## config.mk

```make
export PLATFORM = sky130hd
export DESIGN_NAME = fb_render_ctrl
export DESIGN_NICKNAME = d
export VERILOG_FILES = /design/src/rtl/fb_render_ctrl.sv
export SDC_FILE = /design/constraint.sdc
export NUM_CORES = 1
export LEC_CHECK = 0
export ABC_AREA = 1
export CORE_ASPECT_RATIO = 1.25
export CORE_MARGIN = 5
export CORE_UTILIZATION = 57
export CTS_BUF_LIST = sky130_fd_sc_hd__clkbuf_2 sky130_fd_sc_hd__clkbuf_4 sky130_fd_sc_hd__clkbuf_8
export CTS_CLUSTER_DIAMETER = 100
export DETAILED_ROUTE_END_ITERATION = 8
export PLACE_DENSITY = 0.95
export SETUP_SLACK_MARGIN = 0.15
export SKIP_LAST_GASP = 1
export SYNTH_ARGS = -nofsm -noshare
export SYNTH_HDL_FRONTEND = slang
export SYNTH_SLANG_ARGS = --single-unit
```

## constraint.sdc

```tcl
create_clock -name clk -period 5.1 [get_ports clk]
set_input_delay 1.275 -clock clk [delete_from_list [all_inputs] [get_ports clk]]
set_output_delay 1.275 -clock clk [all_outputs]
set_load 0.01 [all_outputs]
```

## src/rtl/fb_render_ctrl.sv

```systemverilog
// fb_render_ctrl: clear / draw / wait-for-swap sequencer driving the framebuffer write port.
module fb_render_ctrl #(
  parameter int ADDR_WIDTH = 17,
  parameter int H_RES = 320,
  parameter int V_RES = 240
) (
  input  logic                  clk,
  input  logic                  rst,
  input  logic                  vsync,
  input  logic                  frame_start,
  input  logic [7:0]            clear_color,
  input  logic                  px_valid,
  output logic                  px_ready,
  input  logic [8:0]            px_x,
  input  logic [7:0]            px_y,
  input  logic [7:0]            px_color,
  input  logic                  raster_done,
  output logic                  fb_wea,
  output logic [ADDR_WIDTH-1:0] fb_addra,
  output logic [7:0]            fb_dina,
  output logic                  busy,
  output logic                  frame_swapped,
  output logic [7:0]            overrun_cnt
);
  localparam int NUM_PIXELS = H_RES * V_RES;
  typedef enum logic [1:0] {IDLE, CLEAR, DRAW, WAIT_SWAP} state_t;
  state_t state;
  logic prev_vsync, vs_fall, in_range;
  logic [7:0] color;
  logic [ADDR_WIDTH-1:0] cnt, px_addr;
  assign vs_fall  = prev_vsync & ~vsync;
  assign px_ready = state == DRAW;
  assign busy     = state != IDLE;
  assign in_range = int'(px_x) < H_RES && int'(px_y) < V_RES;
  // y*320 as two shifts, matching the framebuffer's linear layout
  assign px_addr  = (ADDR_WIDTH'(px_y) << 8) + (ADDR_WIDTH'(px_y) << 6) + ADDR_WIDTH'(px_x);
  always_ff @(posedge clk) begin
    if (rst) begin
      state         <= IDLE;
      prev_vsync    <= 1'b0;
      color         <= '0;
      cnt           <= '0;
      fb_wea        <= 1'b0;
      fb_addra      <= '0;
      fb_dina       <= '0;
      frame_swapped <= 1'b0;
      overrun_cnt   <= '0;
    end else begin
      prev_vsync    <= vsync;
      fb_wea        <= 1'b0;
      frame_swapped <= 1'b0;
      if (vs_fall && (state == CLEAR || state == DRAW) && overrun_cnt != 8'hFF)
        overrun_cnt <= overrun_cnt + 8'd1;
      case (state)
        IDLE: if (frame_start) begin
          state <= CLEAR;
          color <= clear_color;
          cnt   <= '0;
        end
        CLEAR: begin
          fb_wea   <= 1'b1;
          fb_addra <= cnt;
          fb_dina  <= color;
          cnt      <= cnt + 1'b1;
          if (cnt == ADDR_WIDTH'(NUM_PIXELS - 1)) state <= DRAW;
        end
        DRAW: begin
          if (px_valid && in_range) begin
            fb_wea   <= 1'b1;
            fb_addra <= px_addr;
            fb_dina  <= px_color;
          end
          if (raster_done) state <= WAIT_SWAP;
        end
        WAIT_SWAP: if (vs_fall) begin
          state         <= IDLE;
          frame_swapped <= 1'b1;
        end
        default: state <= IDLE;
      endcase
    end
  end
endmodule

```

==> impl_metrics.tcl, run 1 <==
set metrics [dict create \
    ios 76 \
    numPortBuffers 75 \
    r2r_slack_ns 1.56 \
    cp-start-kind "flop" \
    insertion_delay_ns 0.35 \
    place_congestion 0.870 \
    core_area_um2 5860 \
    power.leakage_nw 1.93 \
    power_switching_share 0.387 \
    drv_slew 0 \
    htreeDepth 3 \
    hpwl_um 6930 \
    totalWireLength_um 10200 \
    path_cells "inv_1 > ha_1 > inv_1 > nand2_1 > nand2_1 > inv_1 > nand2_1 > a21oi_1" \
    whs_endpoint "color[3]$_SDFFE_PP0P_" \
    hold_viol_final 0 \
    hold_path_class "reg2reg" \
    design_area_um2 4500 \
    synth_seq_cells 63 \
    via_count 3787 \
    worstPathArrival_ns 3.81 \
    max_slew_margin 0.311 \
    grt_pass1_vias 3702 \
    cts_num_sinks 63 \
    syn-instance-count 521 \
    first_pass_iters 6 \
    cp_max_fo 25 \
    hold_buffers 0 \
    yosysWarningCount 0 \
    detail_route.iter0.violations 490 \
    fillCellCount 388 \
    synth.most_common_cell "nand2_1" \
    grt_use_total 0.267 \
    grt_pass1_wl_um 16700 \
    worstSetupPathType "reg2reg" \
    yosysTopAreaCell "dfxtp_1" \
    run_status "completed" \
    max-cap-violations 0 \
    synthArstFlopShare 0 \
    wl_per_cell_um 15.1 \
    max_freq_mhz 282 \
    avgViaCountPerCell 5.59 \
    ys_seq_area_frac 0.364 \
    synth.top_cells.by_count "nand2_1 (114), nor2_1 (85), inv_1 (65), dfxtp_1 (63), o21ai_0 (56)" \
    irDropWorstVdd_mv 0.304 \
    antenna_found_initial 0 \
    p_int_w 0.00129 \
    drive_gt1_frac 0.0470 \
    r2r-start "state[0]$_SDFFE_PP0P_" \
    cts_made_buffers 9 \
    tightest_slew_ns 1.03 \
    whs_path_depth 2 \
    die_w_um 79.8 \
    fp-row-count 31 \
    period_minus_slack_ns 3.54 \
    overflow 0 \
    placed_area_um2 4260 \
    yosys.area.top_type_share 0.364 \
    die_y_um 97.2 \
    path_clk_slew_ns 0.07 \
    netlist_top_cells_area "dfxtp_1 (36%), nand2_1 (12%), nor2_1 (9.2%), o21ai_0 (8.1%), ha_1 (7.6%)" \
    crit_path_max_incr_delay_ns 0.75 \
    fin_crit_sh 0.694 \
    rr_worst_depth 8 \
    p_per_area_nw_per_um2 465 \
    antenna_left 0 \
    multiInputGateArea_um2 1890 \
    min_from "color[3]$_SDFFE_PP0P_" \
    synth_nets 583 \
    avgSynthCellArea_um2 6.66 \
    seq_area_um2 1260 \
    rsz0062_at_grt "false" \
    clock_skew_ns 0.00594 \
    die-area_um2 7760 \
    endpoint_kind "flop" \
    cp_slowest_cell "inv_1" \
    cts_max_path_buffers 2 \
    clockPowerShare 0.257 \
    postCtsSetupRepairBufs 0 \
    synth.distinct_cells 30 \
    finalSetupViolations 0 \
    required_ns 5.37 \
    p_switching_w 0.000810 \
    synth_ff_type "dfxtp_1" \
    diodes 0 \
    drcViolationCount 0 \
    fin_tns_setup_ns 0 \
    r2r_end "fb_addra[15]$_SDFFE_PP0P_" \
    synth_edf_count 0 \
    syn_area_um2 3470 \
    combPwrFrac 0.424 \
    root_buffer "clkbuf_8" \
    area_growth_pct 29.8 \
    grt_max_degree 39 \
    cts_resized 0 \
    start_util 0.592 \
    cts_tree "yes" \
    seq_power_share 0.319 \
    nNetsFinal 653 \
]
## flip-flops by register name, summed over array words and instances (netlist names)
register / count
state: 2
fb_wea: 1
cnt: 17
frame_swapped: 1
fb_dina: 8
overrun_cnt: 8
color: 8
prev_vsync: 1
fb_addra: 17
## logic make-up (layout without fill, tap and decap cells)
kind of cell / after synthesis / count (layout) / synth area share
DFF: 63 / 63 / 0.364
xor gates and xnor gates: 2 / 2 / 0.00505
AOI/OAI and AO/OA: 105 / 105 / 0.158
and+or+nand+nor: 244 / 244 / 0.294
buffers and inverters: 84 / 159 / 0.0930
adders and majority gates: 23 / 23 / 0.0873
## final cells by class
type / instances / share of cell area
Multi-Input combinational cell: 374 / 0.419
Sequential cell: 63 / 0.280
Timing Repair Buffer: 76 / 0.168
Inverter: 67 / 0.0558
Clock buffer: 10 / 0.0306
Clock inverter: 6 / 0.0239
Tap cell: 82 / 0.0228
## worst max-delay path by stage
stage | end | start | cells after the start | slack, ns
floorplan | fb_addra[15]$_SDFFE_PP0P_ | px_x[8] | 12 | 2.14
global placement | fb_addra[12]$_SDFFE_PP0P_ | px_x[7] | 7 | 1.48
detailed placement | fb_addra[12]$_SDFFE_PP0P_ | px_x[7] | 7 | 1.35
CTS | px_ready | state[0]$_SDFFE_PP0P_ | 3 | 1.66
global route | fb_addra[15]$_SDFFE_PP0P_ | state[0]$_SDFFE_PP0P_ | 8 | 1.27
finish | fb_addra[15]$_SDFFE_PP0P_ | state[0]$_SDFFE_PP0P_ | 8 | 1.56
## power by group through the flow
stage / logic, W / clock network [W] / registers (W)
finish: 0.000888 / 0.000539 / 0.000668
global route: 0.000976 / 0.000561 / 0.000676
CTS: 0.000871 / 0.000539 / 0.000665
detailed placement: 0.000855 / 0 / 0.000672
global placement: 0.000816 / 0 / 0.000671
floorplan: 0.000491 / 0 / 0.000696
## placed cells by master, fill, tap and decap left out, types with 2 or more instances in the layout
master and count:
nor2_1 85, nor2_2 2, inv_2 2, or2_2 2, nor3_1 7, o21ai_0 56
nand3_1 21, ha_1 21, inv_1 65, clkbuf_8 10, clkinv_2 2, dfxtp_1 63
clkdlybuf4s50_1 75, xnor2_1 2, a21oi_1 43, nand4_1 7, a211oi_1 2, nand2_1 114
fa_1 2, bufinv_16 3
## metal layers
| layer | share of wire | vias up | global-route usage | wire length [um] |
|---|---|---|---|---|
| li1 | - | 1811 | - | - |
| met1 | 0.39 | 1702 | 0.317 | 4000 |
| met2 | 0.48 | 221 | 0.447 | 4940 |
| met3 | 0.086 | 53 | 0.0640 | 880 |
| met4 | 0.040 | 0 | 0.121 | 405 |
| met5 | 0 | - | 0 | 0 |
## metrics by stage
| step | hold WS, ns | utilization | instances | setup slack, ns | total power, W |
|---|---|---|---|---|---|
| final | 0.453 | 0.769 | 678 | 1.56 | 0.00210 |
| after global routing | 0.484 | 0.769 | 678 | 1.27 | 0.00221 |
| after CTS | 0.457 | 0.769 | 678 | 1.66 | 0.00208 |
| after detailed placement | 0.448 | 0.727 | 662 | 1.35 | 0.00153 |
| after global placement | 0.435 | 0.727 | 662 | 1.48 | 0.00149 |
| after floorplan | 0.424 | - | 521 | 2.14 | 0.00119 |
## worst max-delay path, delay by kind of cell (launching register included)
family	cells	cell delay, ns
AO/OA/AOI/OAI	1	0.19
adder cells (fa/ha/maj)	1	0.69
buffers and inverters	3	1.32
flip-flops	1	0.35
AND/OR/NAND/NOR	3	0.89
Power figures use the tool's default switching activity.
==> run 2, diff against run 1 <==
--- a/config.mk
+++ b/config.mk
@@ -8,11 +8,11 @@
 export ABC_AREA = 1
 export CORE_ASPECT_RATIO = 1.25
 export CORE_MARGIN = 5
-export CORE_UTILIZATION = 57
+export CORE_UTILIZATION = 53
 export CTS_BUF_LIST = sky130_fd_sc_hd__clkbuf_2 sky130_fd_sc_hd__clkbuf_4 sky130_fd_sc_hd__clkbuf_8
 export CTS_CLUSTER_DIAMETER = 100
 export DETAILED_ROUTE_END_ITERATION = 8
-export PLACE_DENSITY = 0.95
+export PLACE_DENSITY = 0.9
 export SETUP_SLACK_MARGIN = 0.15
 export SKIP_LAST_GASP = 1
 export SYNTH_ARGS = -nofsm -noshare
==> constraint.sdc (replaced) <==
create_clock -name clk -period 3.45 [get_ports clk]
set_input_delay 0.8625 -clock clk [delete_from_list [all_inputs] [get_ports clk]]
set_output_delay 0.8625 -clock clk [all_outputs]
set_load 0.01 [all_outputs]
==> run 2 against run 1 <==
Via count decreased by 2.4%. Total power grew 44%. Count of clock-buffer cells in the layout is 3 higher. Worst setup slack got worse by 1.1 ns. Highest routed layer unchanged.
==> impl_metrics.tcl, run 2 (synthesis results as in run 1) <==
set metrics [dict create \
    area_growth_pct 30.5 \
    crit_path_max_incr_delay_ns 0.67 \
    cts_tree "yes" \
    grt_max_degree 27 \
    period_minus_slack_ns 2.96 \
    cp-start-kind "flop" \
    insertion_delay_ns 0.35 \
    cts_made_buffers 9 \
    antenna_found_initial 0 \
    grt_pass1_vias 3544 \
    max_slew_margin 0.498 \
    fin_crit_sh 0.857 \
    totalWireLength_um 9660 \
    root_buffer "clkbuf_8" \
    cp_max_fo 19 \
    die_y_um 100 \
    avgViaCountPerCell 5.38 \
    place_congestion 0.878 \
    tightest_slew_ns 0.752 \
    start_util 0.535 \
    core_area_um2 6480 \
    endpoint_kind "output port" \
    max-cap-violations 0 \
    htreeDepth 3 \
    cts_num_sinks 63 \
    rr_worst_depth 8 \
    hold_slack_ns 0.458 \
    run_status "completed" \
    hold_buffers 0 \
    die_w_um 82.4 \
    overflow 0 \
    detail_route.iter0.violations 317 \
    drcViolationCount 0 \
    place_ws_ns 0.280 \
    wl_per_cell_um 14.1 \
    critPathCapture "px_ready" \
    hold_viol_final 0 \
    drv_slew 0 \
    nNetsFinal 657 \
    layout_commonest_cell "nand2_1" \
    diodes 0 \
    clock_skew_ns 0.00604 \
    numPortBuffers 75 \
    crit_cells 3 \
    fp-row-count 33 \
    r2r_slack_ns 0.73 \
    finalPower_w 0.00302 \
    path_cells "inv_1 > ha_1 > clkdlybuf4s50_1" \
    setup_slack_ns 0.494 \
    mostFrequentLayoutCells "nand2_1 (114), nor2_1 (85), clkdlybuf4s50_1 (75)" \
    ios 76 \
    grt_use_total 0.242 \
    top_regs "cnt: 17 flops, fb_addra: 17 flops" \
    p_per_area_nw_per_um2 668 \
    cp_slowest_cell "clkdlybuf4s50_1" \
    crit_family "buffers and inverters" \
    worstSetupPathType "reg2out" \
    max_freq_mhz 338 \
    antenna_left 0 \
    cp-startpoint "state[0]$_SDFFE_PP0P_" \
    die-area_um2 8270 \
    power.leakage_nw 1.95 \
    r2r_end "fb_addra[15]$_SDFFE_PP0P_" \
    hold_path_class "reg2reg" \
    drive_gt1_frac 0.0533 \
    via_count 3696 \
    grt_pass1_wl_um 15700 \
    cts_resized 0 \
    irDropWorstVdd_mv 0.421 \
    finalSetupViolations 0 \
    required_ns 2.59 \
    r2r-start "state[0]$_SDFFE_PP0P_" \
    first_pass_iters 7 \
    postCtsSetupRepairBufs 0 \
    path_clk_slew_ns 0.07 \
    hpwl_um 6910 \
    path_buf_inv 2 \
    rsz0062_at_grt "false" \
    worstPathArrival_ns 2.09 \
    fin_tns_setup_ns 0 \
    cts_max_path_buffers 2 \
]
==> run 2: changes by cell type in the layout (fill, tap and decap cells not counted), sizes merged <==
cell	delta
clkbuf	+3
clkinv	-1
buf	+4
clkinvlp	-1
bufinv	-1
==> run 2: final cells by class <==
cell class | count | area, um^2
Clock buffer | 13 | 166
Clock inverter | 3 | 65.1
Multi-Input combinational cell | 374 | 1890
Fill cell | 521 | 1960
Sequential cell | 63 | 1260
Tap cell | 87 | 109
Timing Repair Buffer | 80 | 788
Inverter | 67 | 251
==> run 2: metrics by stage <==
step | cells | util | area [um^2]
finish | 687 | 0.698 | 4530
CTS | 687 | 0.698 | 4530
detailed placement | 671 | 0.663 | 4300
global route | 687 | 0.698 | 4530
floorplan | 521 | - | 3470
global placement | 671 | 0.663 | 4300
==> run 2: tightest hold or removal path, cell delays in order, from the launching register on <==
cell     delay, ns
dfxtp_1       0.30
inv_1         0.06
a21oi_1       0.06
==> run 2: routing by layer <==
| metal | wire, um | track usage | vias to the layer above |
|---|---|---|---|
| li1 | - | - | 1815 |
| met1 | 3910 | 0.278 | 1704 |
| met2 | 4890 | 0.423 | 147 |
| met3 | 639 | 0.0608 | 30 |
| met4 | 220 | 0.0908 | 0 |
| met5 | 0 | 0 | - |
==> run 2: how the worst min path moves through the flow <==
stage                     startpoint                     to  slack (ns)  cells past startpoint
2_1_floorplan  color[3]$_SDFFE_PP0P_  color[3]$_SDFFE_PP0P_        0.42                      2
3_3_place_gp   color[6]$_SDFFE_PP0P_  color[6]$_SDFFE_PP0P_        0.44                      2
3_5_place_dp   color[5]$_SDFFE_PP0P_  color[5]$_SDFFE_PP0P_        0.44                      2
4_1_cts        color[5]$_SDFFE_PP0P_  color[5]$_SDFFE_PP0P_        0.45                      2
5_1_grt        color[5]$_SDFFE_PP0P_  color[5]$_SDFFE_PP0P_        0.47                      2
6_report       color[5]$_SDFFE_PP0P_  color[5]$_SDFFE_PP0P_        0.46                      2
==> run 2: power by group <==
part | internal, W | switching [W]
Combinational | 0.000526 | 0.000765
Clock | 0.000462 | 0.000288
Sequential | 0.000888 | 0.0000959
